## src/rtl/calc1_pkg.sv

```systemverilog
// Shared constants, FSM state type and the per-port ALU for the calc1 block.
package calc1_pkg;

  localparam int NUM_PORTS = 4;
  localparam int DATA_W    = 32;
  localparam int CMD_W     = 4;
  localparam int RESP_W    = 2;
  localparam int RST_W     = 7;

  localparam logic [CMD_W-1:0] CMD_NOP = 4'd0;
  localparam logic [CMD_W-1:0] CMD_ADD = 4'd1;
  localparam logic [CMD_W-1:0] CMD_SUB = 4'd2;
  localparam logic [CMD_W-1:0] CMD_SHL = 4'd5;
  localparam logic [CMD_W-1:0] CMD_SHR = 4'd6;

  localparam logic [RESP_W-1:0] RESP_NONE = 2'd0;
  localparam logic [RESP_W-1:0] RESP_OK   = 2'd1;
  localparam logic [RESP_W-1:0] RESP_ERR  = 2'd2;

  typedef enum logic [1:0] {
    ST_IDLE = 2'd0,
    ST_OP2  = 2'd1,
    ST_RESP = 2'd2
  } port_st_e;

  typedef struct packed {
    logic [RESP_W-1:0] resp;
    logic [DATA_W-1:0] data;
  } rsp_t;

  // Error results always carry zero data; only the low 5 bits of b steer shifts.
  function automatic rsp_t alu(input logic [CMD_W-1:0] cmd,
                               input logic [DATA_W-1:0] a,
                               input logic [DATA_W-1:0] b);
    rsp_t          r;
    logic [DATA_W:0] s;
    r.resp = RESP_ERR;
    r.data = '0;
    s      = '0;
    case (cmd)
      CMD_ADD: begin
        s = {1'b0, a} + {1'b0, b};
        if (!s[DATA_W]) begin
          r.resp = RESP_OK;
          r.data = s[DATA_W-1:0];
        end
      end
      CMD_SUB: begin
        if (b <= a) begin
          r.resp = RESP_OK;
          r.data = a - b;
        end
      end
      CMD_SHL: begin
        r.resp = RESP_OK;
        r.data = a << b[4:0];
      end
      CMD_SHR: begin
        r.resp = RESP_OK;
        r.data = a >> b[4:0];
      end
      default: ;
    endcase
    return r;
  endfunction

endpackage

```

## src/rtl/calc1_port.sv

```systemverilog
// One calculator channel: request FSM (IDLE -> OP2 -> RESP) plus ALU and
// registered one-cycle response.
module calc1_port
  import calc1_pkg::*;
(
  input  logic              c_clk,
  input  logic              rst,
  input  logic [CMD_W-1:0]  cmd_in,
  input  logic [DATA_W-1:0] data_in,
  output logic [DATA_W-1:0] out_data,
  output logic [RESP_W-1:0] out_resp
);

  port_st_e          st, st_nx;
  logic [CMD_W-1:0]  cmd_q;
  logic [DATA_W-1:0] op1_q, op2_q;
  logic              take_cmd;
  rsp_t              rsp_nx;

  // State, operand capture and registered response; reset drops any request.
  always_ff @(posedge c_clk) begin
    if (rst) begin
      st       <= ST_IDLE;
      cmd_q    <= CMD_NOP;
      op1_q    <= '0;
      op2_q    <= '0;
      out_resp <= RESP_NONE;
      out_data <= '0;
    end else begin
      st       <= st_nx;
      out_resp <= rsp_nx.resp;
      out_data <= rsp_nx.data;
      if (take_cmd) begin
        cmd_q <= cmd_in;
        op1_q <= data_in;
      end
      if (st == ST_OP2) op2_q <= data_in;
    end
  end

  // Next state; the result is loaded into the output registers on the edge
  // leaving RESP, which is also where a new command may be accepted.
  always_comb begin
    st_nx    = st;
    rsp_nx   = '0;
    take_cmd = 1'b0;
    case (st)
      ST_IDLE: begin
        if (cmd_in != CMD_NOP) begin
          take_cmd = 1'b1;
          st_nx    = ST_OP2;
        end
      end
      ST_OP2: st_nx = ST_RESP;
      ST_RESP: begin
        rsp_nx = alu(cmd_q, op1_q, op2_q);
        if (cmd_in != CMD_NOP) begin
          take_cmd = 1'b1;
          st_nx    = ST_OP2;
        end else begin
          st_nx = ST_IDLE;
        end
      end
      default: st_nx = ST_IDLE;
    endcase
  end

endmodule

```

## src/rtl/calc1.sv

```systemverilog
// Four independent calculator channels sharing one clock and one reset.
module calc1
  import calc1_pkg::*;
(
  input  logic        c_clk,
  input  logic [1:7]  reset,
  input  logic [0:3]  req1_cmd_in,
  input  logic [0:31] req1_data_in,
  input  logic [0:3]  req2_cmd_in,
  input  logic [0:31] req2_data_in,
  input  logic [0:3]  req3_cmd_in,
  input  logic [0:31] req3_data_in,
  input  logic [0:3]  req4_cmd_in,
  input  logic [0:31] req4_data_in,
  output logic [0:31] out_data1,
  output logic [0:1]  out_resp1,
  output logic [0:31] out_data2,
  output logic [0:1]  out_resp2,
  output logic [0:31] out_data3,
  output logic [0:1]  out_resp3,
  output logic [0:31] out_data4,
  output logic [0:1]  out_resp4
);

  // Ascending (bit 0 = MSB) ports map value-for-value onto descending lanes.
  logic [NUM_PORTS-1:0][CMD_W-1:0]  cmd_v;
  logic [NUM_PORTS-1:0][DATA_W-1:0] din_v;
  logic [NUM_PORTS-1:0][DATA_W-1:0] dout_v;
  logic [NUM_PORTS-1:0][RESP_W-1:0] resp_v;
  logic                             rst;

  // Any reset bit resets every channel.
  assign rst = |reset;

  assign cmd_v[0] = req1_cmd_in;
  assign cmd_v[1] = req2_cmd_in;
  assign cmd_v[2] = req3_cmd_in;
  assign cmd_v[3] = req4_cmd_in;
  assign din_v[0] = req1_data_in;
  assign din_v[1] = req2_data_in;
  assign din_v[2] = req3_data_in;
  assign din_v[3] = req4_data_in;

  assign out_data1 = dout_v[0];
  assign out_data2 = dout_v[1];
  assign out_data3 = dout_v[2];
  assign out_data4 = dout_v[3];
  assign out_resp1 = resp_v[0];
  assign out_resp2 = resp_v[1];
  assign out_resp3 = resp_v[2];
  assign out_resp4 = resp_v[3];

  for (genvar p = 0; p < NUM_PORTS; p++) begin : g_port
    calc1_port u_port (
      .c_clk    (c_clk),
      .rst      (rst),
      .cmd_in   (cmd_v[p]),
      .data_in  (din_v[p]),
      .out_data (dout_v[p]),
      .out_resp (resp_v[p])
    );
  end

endmodule

```

## config.mk

```make
export PLATFORM = sky130hd
export DESIGN_NAME = calc1
export DESIGN_NICKNAME = d
export VERILOG_FILES = /design/src/rtl/calc1_pkg.sv /design/src/rtl/calc1_port.sv /design/src/rtl/calc1.sv
export SDC_FILE = /design/constraint.sdc
export NUM_CORES = 2
export LEC_CHECK = 0
export CAP_MARGIN = 20
export CORE_MARGIN = 1.5
export CORE_UTILIZATION = 30
export DETAILED_ROUTE_END_ITERATION = 16
export PLACE_DENSITY = 0.54
export SYNTH_ARGS = -nofsm -noshare
export SYNTH_HDL_FRONTEND = slang
export SYNTH_HIERARCHICAL = 1
export SYNTH_SLANG_ARGS = --single-unit
export TNS_END_PERCENT = 10
```

## constraint.sdc

```tcl
create_clock -name c_clk -period 7.35 [get_ports c_clk]
set_input_delay 1.1025 -clock c_clk [delete_from_list [all_inputs] [get_ports c_clk]]
set_output_delay 1.1025 -clock c_clk [all_outputs]
set_load 0.01 [all_outputs]
```

# After elaboration in Yosys (flattened, before gate mapping)

Cells that the tools add are included.

Input port bits: 152
Output and inout port bits: 136
Register bits: 416

Shifts and indexed selects: 8
Bitwise logic cells: 4
$lt $le $gt $ge: 4
Reduce and logical (&&, ||, !) cells: 17
Equal/unequal tests: 28
Mux-type cells: 32
Add/sub/neg operators: 8

Operator list:

| kind               | count |
|---|---|
| $pmux 34 s4        | 4 |
| $mux 34            | 8 |
| $add 32x32->33     | 4 |
| $le 32x32->1       | 4 |
| $shl 32x5->32      | 4 |
| $shr 32x5->32      | 4 |
| $sub 32x32->32     | 4 |
| $eq 4x3->1 const B | 8 |
| $reduce_or 8->1    | 4 |
| $pmux 2 s3         | 4 |
| $eq 4x1->1 const B | 4 |
| $eq 4x2->1 const B | 4 |
| $reduce_bool 4->1  | 4 |
| $mux 1             | 12 |
| $eq 2x1->1 const B | 4 |
| $eq 2x2->1 const B | 4 |
| $logic_not 2->1    | 4 |
| $mux 2             | 4 |
| $ne 2x1->1 const B | 4 |
| $reduce_or 2->1    | 4 |
| $reduce_or 7->1    | 1 |
| $not 1->1          | 4 |

# Longest topological paths before layout

Word-level depth: 3
Depth in mapped cells: 17
Gate-level depth less buffers: 13

# By module

The synthesis kept the hierarchy.

Modules (own cells, without submodules):

| module                            | sequential area each (um^2) | times used | area each (um^2) | cells each |
|---|---|---|---|---|
| calc1_port (g_port[1].u_port ...) | 2082.0                      | 3          | 10551.4          | 1438 |
| calc1_port (g_port[0].u_port)     | 2082.0                      | 1          | 10441.3          | 1497 |
| calc1                             | 0.0                         | 1          | 15.0             | 3 |

# Worst setup path after synthesis

Ideal clock, no wire load.

Path type: flip-flop to flip-flop
Start point: reg g_port[1].u_port.op2_q[2]
End point: reg g_port[1].u_port.out_data[23]
Slack: 3.468 ns
Arrival time: 3.750 ns
Buffers on the path: 6
Cell stages (with the launch flop): 18
Data required time: 7.217 ns
Cells stage by stage: dfxtp_1 -> clkbuf_1 -> inv_1 -> buf_1 -> buf_2 -> clkbuf_1 -> ha_1 -> buf_2 -> o21bai_1 -> o2111ai_1 -> a211oi_1 -> o21ai_1 -> o21bai_4 -> o21a_1 -> buf_2 -> nor2_1 -> a2111oi_0 -> nor3_1

Word-level cells in the longest chain between the ends: 3
Elaborated cells between the ends (all ways): 8
Classes of those cells: add/sub: 2; order compare: 1; shift: 2; mux: 3

Ends and longest elaborated chain:

| item                                   | RTL line                         | text |
|---|---|---|
| start, declared                        | calc1_port.sv:16                 | `logic [DATA_W-1:0] op1_q, op2_q;` |
| start signal, assigned                 | calc1_port.sv:37                 | `if (st == ST_OP2) op2_q <= data_in;` |
| $sub 32x32->32 (tied with other cells) | calc1_pkg.sv:51                  | `r.data = a - b;` |
| $mux 34 (on tied branches)             | calc1_pkg.sv:49, calc1_pkg.sv:43 |  |
| $pmux 34 s4 (*)                        | calc1_pkg.sv:40                  | `case (cmd)` |
| end signal, assigned                   | calc1_port.sv:32                 | `out_data <= rsp_nx.data;` |
| end, declared                          | calc1_port.sv:10                 | `output logic [DATA_W-1:0] out_data,` |

Mark *: on every way between the ends. The rest lies on a longest branch, timed or not.
A chain may end at the register's enable or synchronous reset.

# Worst setup path in the final report

Start point: reg g_port[2].u_port.op2_q[2]
End point: reg g_port[2].u_port.out_data[23]

Word-level cells in the longest chain between the ends: 3
Elaborated cells between the ends (all ways): 8
Classes of those cells: add/sub: 2; order compare: 1; shift: 2; mux: 3

Ends and longest elaborated chain:

| item                                   | RTL line |
|---|---|
| start, declared                        | calc1_port.sv:16 |
| start signal, assigned                 | calc1_port.sv:37 |
| $sub 32x32->32 (tied with other cells) | calc1_pkg.sv:51 |
| $mux 34 (on tied branches)             | calc1_pkg.sv:49, calc1_pkg.sv:43 |
| $pmux 34 s4 (*)                        | calc1_pkg.sv:40 |
| end signal, assigned                   | calc1_port.sv:32 |
| end, declared                          | calc1_port.sv:10 |

Marks and branches as above.

==> flow_metrics.py <==
metrics = {
    "status": {
        "status": "completed",
    },
    "worst_setup_path": {
        "r2r_start": "g_port[2].u_port/op2_q[2]",
        "r2r_setup_slack_ns": 2.77,
        "reg2reg_depth": 12,
        "arrival_ns": 5.13,
        "cp_max_fo": 34,
        "cp.required_ns": 7.90,
        "path_class": "flop to flop",
        "cp-end-kind": "flop",
        "setup.worst_path.start_class": "flop",
        "timing.rr.end": "g_port[2].u_port/out_data[23]",
        "worstSetupStartpoint": "g_port[2].u_port/op2_q[2]",
    },
    "sta": {
        "fin_crit_ns": 4.583,
        "finalHoldViolCount": 0,
        "fin_worst_skew_ns": 0.05399,
        "tns_ns": 0,
        "tightest_slew_ns": 1.066,
        "setup_violations": 0,
        "relSlewSlack": 0.2871,
        "fin_crit_sh": 0.6235,
        "maxSlewViolCount": 0,
        "hold_ws_ns": 0.4729,
        "fmax_mhz": 218.2,
        "rsz0062_at_grt": "false",
    },
    "detailed_routing": {
        "drt-initial-drc-count": 4540,
        "routedWlPerCell_um": 23.89,
        "routed_wl_um": 184600,
        "via_count": 44951,
        "dr.pass1.iters": 7,
        "post_drt_via_cell_ratio": 5.818,
        "drc": 0,
        "postRouteAntennaNets": 0,
    },
    "grt": {
        "grt_usage": 0.2481,
        "antenna_found_initial": 23,
        "overflow": 0,
        "grt_max_degree": 180,
        "first_global_vias": 41753,
        "grt_pass1_wl_um": 273700,
    },
    "cts": {
        "clk_path_buf_depth": 3,
        "path_clk_slew_ns": 0.07,
        "post_cts_buffers": 0,
        "clock_latency_ns": 0.71,
        "cts_resized": 0,
        "cts_tree": "done",
        "h-tree-depth": 2,
        "cts_buffers": 55,
        "cts.sinks": 416,
        "hold_buffers": 0,
        "clockRootBuffer": "clkbuf_16",
    },
    "floorplan": {
        "die_h_um": 377.7,
        "start_util": 0.3022,
        "io_pins": 288,
        "core_um2": 139400,
        "row_count": 137,
        "die_area_um2": 142600,
        "die_w_um": 377.7,
    },
    "pwr": {
        "p_leak_nw": 17.27,
        "peakVddDrop_mv": 0.1829,
        "total_power_mw": 5.463,
        "power_density_nw_per_um2": 113.9,
    },
    "synthesis": {
        "synth-seq-area-share": 0.1978,
        "synth_xor_area_frac": 0.02766,
        "async_flop_share": 0,
        "syn_avg_cell_area_um2": 7.243,
        "synthAdderAreaFrac": 0.08106,
        "synthCells": 5814,
        "ys_seq_elements": 416,
        "syn_nets": 6234,
        "synth_top_family_by_area": "compound AO/OA/AOI/OAI gates",
        "synthFlopType": "dfxtp_1",
        "synth_edf_count": 0,
        "ys_warn_count": 6,
        "synth_compound_area_frac": 0.2964,
        "syn_area_um2": 42110,
        "ys_types": 100,
        "yosys.area_share.simple": 0.2061,
        "synth.area.mux_share": 0.1206,
    },
    "cells_and_area": {
        "fin_util": 0.3442,
        "fin_nets": 6216,
        "multi_input_area_um2": 30860,
        "final_area_um2": 47970,
        "syn2layout_area_growth_pct": 13.91,
        "n_fill_cell": 14937,
        "ff_latch_area_um2": 8366,
        "layout-drive-gt1-share": 0.08129,
    },
    "worst_hold_path": {
        "worstHoldPathType": "flop to flop",
        "hold_depth": 2,
        "min_from": "g_port[3].u_port/op2_q[25]",
        "whs_endpoint": "g_port[3].u_port/op2_q[25]",
    },
    "placed_design": {
        "place_area_um2": 46010,
        "routabilityCongestion": 0.9855,
        "place_hpwl_um": 142700,
        "portBuffers": 287,
    },
    "job": {
        "cap_violations": 0,
    },
}
==> cell usage in the layout, fill, tap and decap left out, types with 22 or more instances in the layout <==
master	netlist	layout
a211oi_1	86	86
a21o_1	60	60
a21oi_1	782	782
a221oi_1	55	55
a22oi_1	49	49
a31oi_1	95	95
and2_1	29	29
buf_4	36	63
clkbuf_16	0	56
clkdlybuf4s50_1	0	287
dfxtp_1	416	400
ha_1	260	260
inv_1	267	267
mux2_2	71	71
mux2i_1	171	171
mux4_2	114	114
nand2_1	902	901
nand2b_1	73	71
nand3_1	82	81
nor2_1	557	549
nor2b_1	46	46
nor3_1	100	100
nor4_1	41	41
o211ai_1	59	59
o21a_1	28	28
o21ai_0	263	263
o21ai_1	31	31
o21bai_1	42	42
o22ai_1	106	106
o31a_1	22	22
o31ai_1	28	28
xnor2_1	124	124
==> worst max-delay path, cell delays in order, from the launching register on <==
cell	delay [ns]
dfxtp_2	0.31
buf_4	0.35
inv_1	0.50
ha_1	0.58
o21bai_1	0.23
o2111ai_1	0.19
a211oi_1	0.57
o21ai_1	0.29
o21bai_4	0.20
o21a_1	0.65
nor2_1	0.10
a2111oi_0	0.37
nor3_1	0.10
==> worst max-delay path by stage <==
stage	cells after the start	to
2_1_floorplan	17	g_port[1].u_port/out_data[23]
3_3_place_gp	12	g_port[2].u_port/out_data[23]
3_5_place_dp	8	g_port[1].u_port/out_data[31]
4_1_cts	12	g_port[2].u_port/out_data[22]
5_1_grt	12	g_port[2].u_port/out_data[23]
6_report	12	g_port[2].u_port/out_data[23]
==> cell type report <==
class | count | share of cell area
repair buffers | 351 | 0.07017
inverters | 286 | 0.02238
clock buffers | 69 | 0.03169
flip-flops and latches | 416 | 0.1744
well taps | 1876 | 0.04893
clock inverters | 35 | 0.008660
multi-input cells | 4686 | 0.6434
diodes | 7 | 0.0003652
==> per-stage QoR <==
stage	cells	setup slack (ns)
3_3_place_gp	7615	2.918
2_1_floorplan	5814	3.468
6_report	7726	2.768
5_1_grt	7721	2.405
3_5_place_dp	7615	2.789
4_1_cts	7719	2.860
==> cell usage after synthesis, drive strengths merged, types with 21 or more instances <==
master,number,share of area
o221ai,21,0.0044
a211oi,87,0.016
a21o,60,0.011
and2,29,0.0043
nand2,905,0.081
nor4,41,0.0061
buf,163,0.022
a22oi,49,0.0087
o21a,28,0.0050
dfxtp,416,0.20
a21oi,790,0.095
o211ai,59,0.011
a31oi,95,0.014
nor2b,47,0.0072
mux2i,171,0.041
nor2,558,0.050
xnor2,124,0.026
and3,21,0.0031
or2,25,0.0037
nand2b,73,0.011
a2111oi,22,0.0068
o31ai,28,0.0050
ha,260,0.077
o21bai,45,0.0088
inv,281,0.025
nor3,104,0.013
o31a,22,0.0046
o22ai,106,0.016
nand3,82,0.0097
mux4,114,0.061
o21ai,297,0.036
clkbuf,263,0.023
mux2,71,0.019
a221oi,61,0.014
==> cell families after synthesis <==
group,Yosys count
AND/OR/NAND/NOR,1979
buffers and inverters,712
adder cells (fa/ha/maj),268
XOR/XNOR,133
flip-flops,416
AO/OA/AOI/OAI,1950
multiplexers,356
==> state kept, by name, indices dropped and copies added (netlist names) <==
name / cells
g_port.u_port/cmd_q: 16
g_port.u_port/out_resp: 8
g_port.u_port/op1_q: 128
g_port.u_port/out_data: 128
g_port.u_port/op2_q: 128
g_port.u_port/st: 8
==> power by group <==
part | switching, mW | leakage, nW | total, mW | internal, mW
Clock | 1.24 | 0.930 | 2.91 | 1.66
Combinational | 0.158 | 13.0 | 0.294 | 0.136
Sequential | 0.00918 | 3.36 | 2.26 | 2.26
==> routing by layer <==
metal / vias to the layer above / GRT usage / wire length [µm] / part of all wire
met5: - / 0 / 202 / 0.0011
met1: 21798 / 0.3465 / 81940 / 0.44
li1: 21015 / - / - / -
met2: 1822 / 0.3855 / 81540 / 0.44
met3: 286 / 0.04352 / 15450 / 0.084
met4: 30 / 0.07540 / 5462 / 0.030
No activity file was read; power rests on OpenSTA's default activity.
